`src/rtl/bfly_pkg.sv`:
```
// bfly_pkg: shared defaults, sample type and FSM state for the butterfly pair feeder.
package bfly_pkg;
    localparam int N_D = 16;
    localparam int IN_BIT_D = 14;
    localparam int IDX_W_D = 8;
    typedef logic signed [IN_BIT_D-1:0] sample_t;
    typedef enum logic {FILL_A, FILL_B} state_t;
endpackage

```
`src/rtl/bfly_pair_feeder_if.sv`:
```
// bfly_pair_feeder_if: block input / pair output bundle; flush exists only with BFLY_FEED_FLUSH_EN.
interface bfly_pair_feeder_if #(
    parameter int N = bfly_pkg::N_D,
    parameter int IN_BIT = bfly_pkg::IN_BIT_D,
    parameter int IDX_W = bfly_pkg::IDX_W_D
);
    logic s_valid, s_ready, m_valid, m_ready;
    logic signed [IN_BIT-1:0] s_i [N];
    logic signed [IN_BIT-1:0] s_q [N];
    logic signed [IN_BIT-1:0] d1_i [N];
    logic signed [IN_BIT-1:0] d1_q [N];
    logic signed [IN_BIT-1:0] d2_i [N];
    logic signed [IN_BIT-1:0] d2_q [N];
    logic [IDX_W-1:0] m_idx;
`ifdef BFLY_FEED_FLUSH_EN
    logic flush;
`endif
    modport slave (
        input s_valid, s_i, s_q, m_ready,
`ifdef BFLY_FEED_FLUSH_EN
        input flush,
`endif
        output s_ready, m_valid, d1_i, d1_q, d2_i, d2_q, m_idx
    );
    modport master (
        output s_valid, s_i, s_q, m_ready,
`ifdef BFLY_FEED_FLUSH_EN
        output flush,
`endif
        input s_ready, m_valid, d1_i, d1_q, d2_i, d2_q, m_idx
    );
endinterface

```
`src/rtl/bfly_lane_reg.sv`:
```
// bfly_lane_reg: N-lane I/Q register with load enable and synchronous clear.
module bfly_lane_reg import bfly_pkg::*; #(
    parameter int N = N_D,
    parameter int W = IN_BIT_D
) (
    input  logic clk,
    input  logic clr,
    input  logic ld,
    input  logic signed [W-1:0] d_i [N],
    input  logic signed [W-1:0] d_q [N],
    output logic signed [W-1:0] q_i [N],
    output logic signed [W-1:0] q_q [N]
);
    always_ff @(posedge clk)
        for (int k = 0; k < N; k++) begin
            q_i[k] <= clr ? '0 : ld ? d_i[k] : q_i[k];
            q_q[k] <= clr ? '0 : ld ? d_q[k] : q_q[k];
        end
endmodule

```
`src/rtl/bfly_pair_feeder.sv`:
```
// bfly_pair_feeder: pairs consecutive I/Q blocks into butterfly operands d1/d2 with a running pair index.
// Optional flush of a half-built pair is compiled in with BFLY_FEED_FLUSH_EN.
module bfly_pair_feeder import bfly_pkg::*; #(
    parameter int N = N_D,
    parameter int IN_BIT = IN_BIT_D,
    parameter int IDX_W = IDX_W_D
) (
    input logic clk,
    input logic rstn,
    bfly_pair_feeder_if.slave bus
);
    state_t state, state_nxt;
    logic fl, rdy, acc, ld_a, ld_o, vld;
    logic [IDX_W-1:0] idx;
    logic signed [IN_BIT-1:0] a_i [N];
    logic signed [IN_BIT-1:0] a_q [N];
`ifdef BFLY_FEED_FLUSH_EN
    assign fl = bus.flush;
`else
    assign fl = 1'b0;
`endif
    always_ff @(posedge clk)
        state <= rstn ? FILL_A : state_nxt;
    always_comb
        state_nxt = acc ? (state == FILL_A ? FILL_B : FILL_A) : fl ? FILL_A : state;
    // flush blocks acceptance, so it always wins over a simultaneous s_valid
    always_comb begin
        rdy = !rstn && !fl && (state == FILL_A || !vld || bus.m_ready);
        acc = bus.s_valid && rdy;
        ld_a = acc && state == FILL_A;
        ld_o = acc && state == FILL_B;
    end
    always_ff @(posedge clk) begin
        vld <= !rstn && (ld_o || (vld && !bus.m_ready));
        idx <= rstn ? '0 : (vld && bus.m_ready) ? idx + 1'b1 : idx;
    end
    assign bus.s_ready = rdy;
    assign bus.m_valid = vld;
    assign bus.m_idx = idx;
    bfly_lane_reg #(.N(N), .W(IN_BIT)) u_half_a (
        .clk(clk), .clr(rstn), .ld(ld_a),
        .d_i(bus.s_i), .d_q(bus.s_q), .q_i(a_i), .q_q(a_q)
    );
    bfly_lane_reg #(.N(N), .W(IN_BIT)) u_out_d1 (
        .clk(clk), .clr(rstn), .ld(ld_o),
        .d_i(a_i), .d_q(a_q), .q_i(bus.d1_i), .q_q(bus.d1_q)
    );
    bfly_lane_reg #(.N(N), .W(IN_BIT)) u_out_d2 (
        .clk(clk), .clr(rstn), .ld(ld_o),
        .d_i(bus.s_i), .d_q(bus.s_q), .q_i(bus.d2_i), .q_q(bus.d2_q)
    );
endmodule

```
`src/flat_wrapper.sv`:
```
// flat-port wrapper written by rule: the top's interface ports become plain ports
module bfly_pair_feeder_flat import bfly_pkg::*;
#(
    parameter int N = N_D,
    parameter int IN_BIT = IN_BIT_D,
    parameter int IDX_W = IDX_W_D
)
  (clk, rstn, bus_s_valid, bus_s_i, bus_s_q, bus_m_ready, bus_s_ready, bus_m_valid, bus_d1_i, bus_d1_q, bus_d2_i, bus_d2_q, bus_m_idx);
  bfly_pair_feeder_if #(.N(N), .IN_BIT(IN_BIT), .IDX_W(IDX_W)) bus_i ();
  input logic clk;
  input logic rstn;
  input wire logic [$bits(bus_i.s_valid)-1:0] bus_s_valid;
  input wire logic [$bits(bus_i.s_i)-1:0] bus_s_i;
  input wire logic [$bits(bus_i.s_q)-1:0] bus_s_q;
  input wire logic [$bits(bus_i.m_ready)-1:0] bus_m_ready;
  output wire logic [$bits(bus_i.s_ready)-1:0] bus_s_ready;
  output wire logic [$bits(bus_i.m_valid)-1:0] bus_m_valid;
  output wire logic [$bits(bus_i.d1_i)-1:0] bus_d1_i;
  output wire logic [$bits(bus_i.d1_q)-1:0] bus_d1_q;
  output wire logic [$bits(bus_i.d2_i)-1:0] bus_d2_i;
  output wire logic [$bits(bus_i.d2_q)-1:0] bus_d2_q;
  output wire logic [$bits(bus_i.m_idx)-1:0] bus_m_idx;
  assign bus_i.s_valid = bus_s_valid;
  assign bus_i.s_i = {>>{bus_s_i}};
  assign bus_i.s_q = {>>{bus_s_q}};
  assign bus_i.m_ready = bus_m_ready;
  assign bus_s_ready = bus_i.s_ready;
  assign bus_m_valid = bus_i.m_valid;
  assign bus_d1_i = {>>{bus_i.d1_i}};
  assign bus_d1_q = {>>{bus_i.d1_q}};
  assign bus_d2_i = {>>{bus_i.d2_i}};
  assign bus_d2_q = {>>{bus_i.d2_q}};
  assign bus_m_idx = bus_i.m_idx;
  bfly_pair_feeder #(.N(N), .IN_BIT(IN_BIT), .IDX_W(IDX_W)) u_core (.clk(clk), .rstn(rstn), .bus(bus_i));
endmodule
```
`config.mk`:
```
export PLATFORM = sky130hd
export DESIGN_NAME = bfly_pair_feeder_flat
export DESIGN_NICKNAME = d
export VERILOG_FILES = /design/src/rtl/bfly_pkg.sv /design/src/rtl/bfly_pair_feeder_if.sv /design/src/rtl/bfly_lane_reg.sv /design/src/rtl/bfly_pair_feeder.sv /design/src/flat_wrapper.sv
export SDC_FILE = /design/constraint.sdc
export NUM_CORES = 2
export LEC_CHECK = 0
export CAP_MARGIN = 0
export CORE_AREA = 4 4 523 525
export CTS_BUF_LIST = sky130_fd_sc_hd__clkbuf_2 sky130_fd_sc_hd__clkbuf_4 sky130_fd_sc_hd__clkbuf_8
export CTS_CLUSTER_SIZE = 40
export DETAILED_ROUTE_END_ITERATION = 12
export DIE_AREA = 0 0 527 529
export MAX_ROUTING_LAYER = met4
export PLACE_DENSITY = 0.5
export SLEW_MARGIN = 25
export SYNTH_ARGS = -nofsm -noshare
export SYNTH_HDL_FRONTEND = slang
export SYNTH_SLANG_ARGS = --single-unit
```
`constraint.sdc`:
```
create_clock -name clk -period 1.53 [get_ports clk]
set_input_delay 0.2295 -clock clk [delete_from_list [all_inputs] [get_ports clk]]
set_output_delay 0.2295 -clock clk [all_outputs]
set_load 0.01 [all_outputs]
```
# == Yosys cells after proc, flatten, opt, wreduce, memory -nomap -nowiden ==
# Index checks and enable logic that the tools add are counted.
# totals
elab_cells,115
input_bits,452
latch_bits,0
ram_bits,0
register_bits,1354
out_inout_bits,906
mem_count,0
mem_bits_ro,0
# classes
addsub,1
bitwise,1
magnitude_cmp,0
n_mul,0
reduce_logical,13
n_shift,0
muxes,1
div,0
n_eq_ne,0
# ops
op,count
8-bit by 1-bit adder with 8-bit output (second input constant),1
1-bit logical AND,7
1-bit zero test,3
1-bit logical OR,3
1-bit two-way mux,1
1-bit inverter,1

# == Logic depth before layout (Yosys ltp) ==
# depth
depth_word,8
mapped_depth,8
ltp_nobuf,4

# == Modules after synthesis ==
# A second synthesis with hierarchy kept.
# unflattened
cells_unflattened,4384
hier_area_um2,48818.1
# modules_own_cells
module,area_each_um2,seq_area_each_um2,instances,cells_per_inst
bfly_lane_reg,16126.7,8968.6,3,1444
bfly_pair_feeder,437.9,200.2,1,52

# == Worst setup path before layout ==
# OpenSTA, ideal clock, no wires.
# synth_path
path_kind,input -> register
start,in rstn
end,reg u_core.u_half_a.q_i[179] (netlist name)
t_required_ps,1398
path_buffers,4
stages,7
path_slack_ps,28
t_arrival_ps,1370
setup_time_ps,132
cell_sequence,buf_2 -> or3b_2 -> buf_2 -> buf_6 -> buf_2 -> nand2_1 -> a21oi_1
# synth_via
elab_chain_len,4
# synth_lines
element,line,rtl
start: declaration,flat_wrapper.sv:11,input logic rstn;
1-bit zero test,bfly_pair_feeder.sv:28,rdy = !rstn && !fl && (state == FILL_A || !vld || bus.m_ready);
1-bit logical AND,bfly_pair_feeder.sv:28,
1-bit logical AND,bfly_pair_feeder.sv:29,acc = bus.s_valid && rdy;
1-bit logical AND,bfly_pair_feeder.sv:30,ld_a = acc && state == FILL_A;
end signal: indexed assignment,bfly_lane_reg.sv:16,q_i[k] <= clr ? '0 : ld ? d_i[k] : q_i[k];
end: declaration,bfly_lane_reg.sv:11,"output logic signed [W-1:0] q_i [N],"
# Parallel ways exist; a longest one is shown, timed or not.
# A chain may end at the register's enable or synchronous reset.

# == Final worst setup path ==
# layout_path
start,reg u_core.state
end,reg u_core.u_half_a.q_q[206] (netlist name)
# layout_via
elab_chain_len,6
# layout_lines
element,line,rtl
start: declaration,bfly_pair_feeder.sv:12,"state_t state, state_nxt;"
start signal: assignment,bfly_pair_feeder.sv:23,state <= rstn ? FILL_A : state_nxt;
1-bit inverter (*),--,
1-bit logical OR (2 in series),bfly_pair_feeder.sv:28,
1-bit logical AND,bfly_pair_feeder.sv:28,
1-bit logical AND,bfly_pair_feeder.sv:29,
1-bit logical AND (*),bfly_pair_feeder.sv:30,
end signal: indexed assignment,bfly_lane_reg.sv:17,q_q[k] <= clr ? '0 : ld ? d_q[k] : q_q[k];
end: declaration,bfly_lane_reg.sv:12,output logic signed [W-1:0] q_q [N]
# Mark *: on every way between the ends. The rest lies on a longest branch, timed or not.

==> impl_metrics.json <==
{
  "status": "finished, violations left",
  "violations": "setup timing",
  "gp_congestion": 0.950,
  "finalMaxSlewViolations": 0,
  "syn_area_per_cell_um2": 8.17,
  "grtUsageTotal_pct": 19.7,
  "regArea_mm2": 0.0282,
  "ys_ff_latch": 1354,
  "cts_buffer_depth": 4,
  "cts-buffers-inserted": 240,
  "min_period_ps": 1950,
  "syn2layout_area_growth_pct": 70.9,
  "end_kind": "flip-flop",
  "num-fill-cells": 28000,
  "power_leakage_uw": 0.0309,
  "synth_area_mm2": 0.0496,
  "synth-seq-area-share_pct": 54.6,
  "finalWorstSetupSlack_ps": -420,
  "cts_root_buffer": "clkbuf_8",
  "grt_start_max_net_pins": 208,
  "die_w_um": 527,
  "skew_ps": 73.5,
  "synth-edff-count": 0,
  "firstDrtPassIters": 6,
  "fin_setup_tns_ps": -472590,
  "synth_async_sr_flop_share_pct": 0,
  "die_area_mm2": 0.279,
  "cts.sink_count": 1354,
  "hpwl_um": 218000,
  "vias": 54700,
  "finalCritPeriodShare_pct": 127,
  "multi_input_area_mm2": 0.0204,
  "worstRegToRegCells": 10,
  "synth_cell_types": 28,
  "hold_viol": 0,
  "cp-start-kind": "flip-flop",
  "cts_tree": "built",
  "totalWireLength_um": 299000,
  "vdd_ir_drop_max_mv": 0.597,
  "startpoint": "u_core.state",
  "rsz0062_at_grt": "true",
  "utilization_pct": 31.5,
  "hold_depth": 3,
  "drc": 0,
  "fp-row-count": 191,
  "nNetsFinal": 8432,
  "worstMarginPinSlew_ps": 1230,
  "wl_per_cell_um": 25.4,
  "ioPinCount": 1358,
  "clkLatencyLatePin_ps": 1020,
  "crit_fanout": 8,
  "worstSetupPathType": "reg2reg",
  "drtIter0Drc": 4705,
  "power.density_mw_per_mm2": 986,
  "relSlewSlack_pct": 18.0,
  "synth_nets": 6531,
  "antenna_left": 0,
  "synth_top_flop_cell": "dfxtp_1",
  "fin_hold_ws_ps": 150,
  "htreeDepth": 4,
  "yosys_warnings": 0,
  "r2r_start": "u_core.state",
  "hold_path_class": "in2reg",
  "grt_pass1_wl_um": 393000,
  "crit_arrival_ps": 2840,
  "viasPerCell": 4.63,
  "numPortBuffers": 1357,
  "grt_overflow_total": 0,
  "drive_gt1_share_pct": 34.8,
  "die_h_um": 529,
  "crit_required_ps": 2420,
  "synthCells": 6078,
  "clkTransAtPathRegs_ps": 60,
  "drv_cap": 0,
  "dp_slack_ps": -706,
  "setup_viol": 2251,
  "timing.fmax_mhz": 513,
  "grt_pass1_vias": 51800,
  "coreArea_mm2": 0.269,
  "hp-start": "bus_s_q[28]",
  "antenna_found_initial": 87,
  "initial_utilization_pct": 18.4
}
## final timing paths
path	endpoint	slack (ps)
worst max-delay path	u_core.u_half_a.q_q[206]	-420
worst min-delay path	u_core.u_out_d2.q_q[28]	150
worst min register to register	u_core.u_out_d1.q_q[184]	430
worst max register to register	u_core.u_half_a.q_q[206]	-420
## worst max-delay path, cell delays in order, from the launching register on
cell	delay [ps]
dfxtp_2	330
buf_6	110
buf_4	140
nor3b_4	210
buf_6	140
buf_12	170
buf_16	230
buf_12	140
buf_12	120
nand2_1	60
a21oi_1	120
## cells by family (layout without fill, tap and decap cells)
kind of cell | count (synthesis) | count (layout) | synth area share, %
buffers and inverters | 652 | 2754 | 6.50
AO/OA/AOI/OAI | 2255 | 2255 | 22.8
adder cells (fa/ha/maj) | 1 | 1 | 0.0252
other | 0 | 59 | 0
XOR/XNOR | 2 | 2 | 0.0353
flip-flops | 1354 | 1354 | 54.6
AND/OR/NAND/NOR | 1814 | 1814 | 16.1
## metrics by stage
step	cells	power (uW)	instance area, um2
after floorplan	6078	40100	49600
after global placement	10700	44300	69500
after detailed placement	10700	44300	69500
after CTS	11700	83600	81600
after global routing	11800	86700	84800
final	11800	83700	84800
## synth_stat cells, types with 2 or more instances
library cell | number | area, um2
buf_6 | 52 | 586
clkbuf_1 | 323 | 1210
inv_1 | 2 | 7.51
o21ai_0 | 899 | 4500
buf_1 | 5 | 18.8
nand2_1 | 899 | 3370
buf_2 | 203 | 1020
clkbuf_2 | 47 | 235
dfxtp_1 | 1354 | 27100
or4_1 | 2 | 15.0
buf_4 | 20 | 150
o31ai_1 | 2 | 15.0
nand4_1 | 3 | 18.8
or3_1 | 3 | 18.8
nand3_1 | 899 | 4500
a21oi_1 | 1352 | 6770
nor2_1 | 2 | 7.51
## registers in the layout, summed over array words and instances (netlist names)
register and count:
u_core.u_half_a.q_i 224, u_core.u_half_a.q_q 224, u_core.u_out_d1.q_i 224, u_core.u_out_d1.q_q 224
u_core.u_out_d2.q_i 224, u_core.u_out_d2.q_q 224, u_core.bus.m_idx 8, u_core.bus.m_valid 1
u_core.state 1
## placed cells by master, fill, tap and decap left out, types with 71 or more instances in the layout
cell type and count:
dfxtp_2 730, o21ai_0 866, dfxtp_1 566, buf_6 784
nand3_1 895, clkbuf_8 317, dlygate4sd3_1 449, buf_12 201
clkdlybuf4s50_1 450, nand2_1 802, buf_4 334, nand2_4 71
a21oi_1 1237, a21oi_2 115
## repair_timing
action                                 4_1_cts  5_1_grt
setup endpoints to repair                 2179     2252
resized for setup                         5117      456
pin swaps                                    1       82
setup buffers                               23       40
cloned                                       0       51
endpoints found under the hold margin     1001        0
hold buffers                               449        0
## report_power, final
group / leakage, uW / switching, uW / internal [uW]
clock: 0.00288 / 16600 / 21200
combinational: 0.0167 / 4820 / 4300
sequential: 0.0114 / 606 / 36100
total: 0.0309 / 22000 / 61700
## final cells by class
class	instances	area share (%)
Timing Repair Buffer	2309	30.8
Sequential cell	1354	33.3
Clock buffer	376	5.66
Tap cell	3570	5.26
Clock inverter	67	0.712
Inverter	2	0.00885
Antenna cell	59	0.174
Multi-Input combinational cell	4072	24.1
## layer usage
| layer | share of wire (%) | wire (um) | GRT usage [%] | up-vias |
|---|---|---|---|---|
| li1 | - | - | - | 25100 |
| met5 | 0 | 0 | - | - |
| met3 | 8.9 | 26700 | 6.00 | 437 |
| met4 | 4.1 | 12400 | 7.40 | 0 |
| met1 | 43 | 129000 | 24.9 | 26800 |
| met2 | 44 | 131000 | 29.5 | 2395 |
Power figures use the tool's default switching activity.
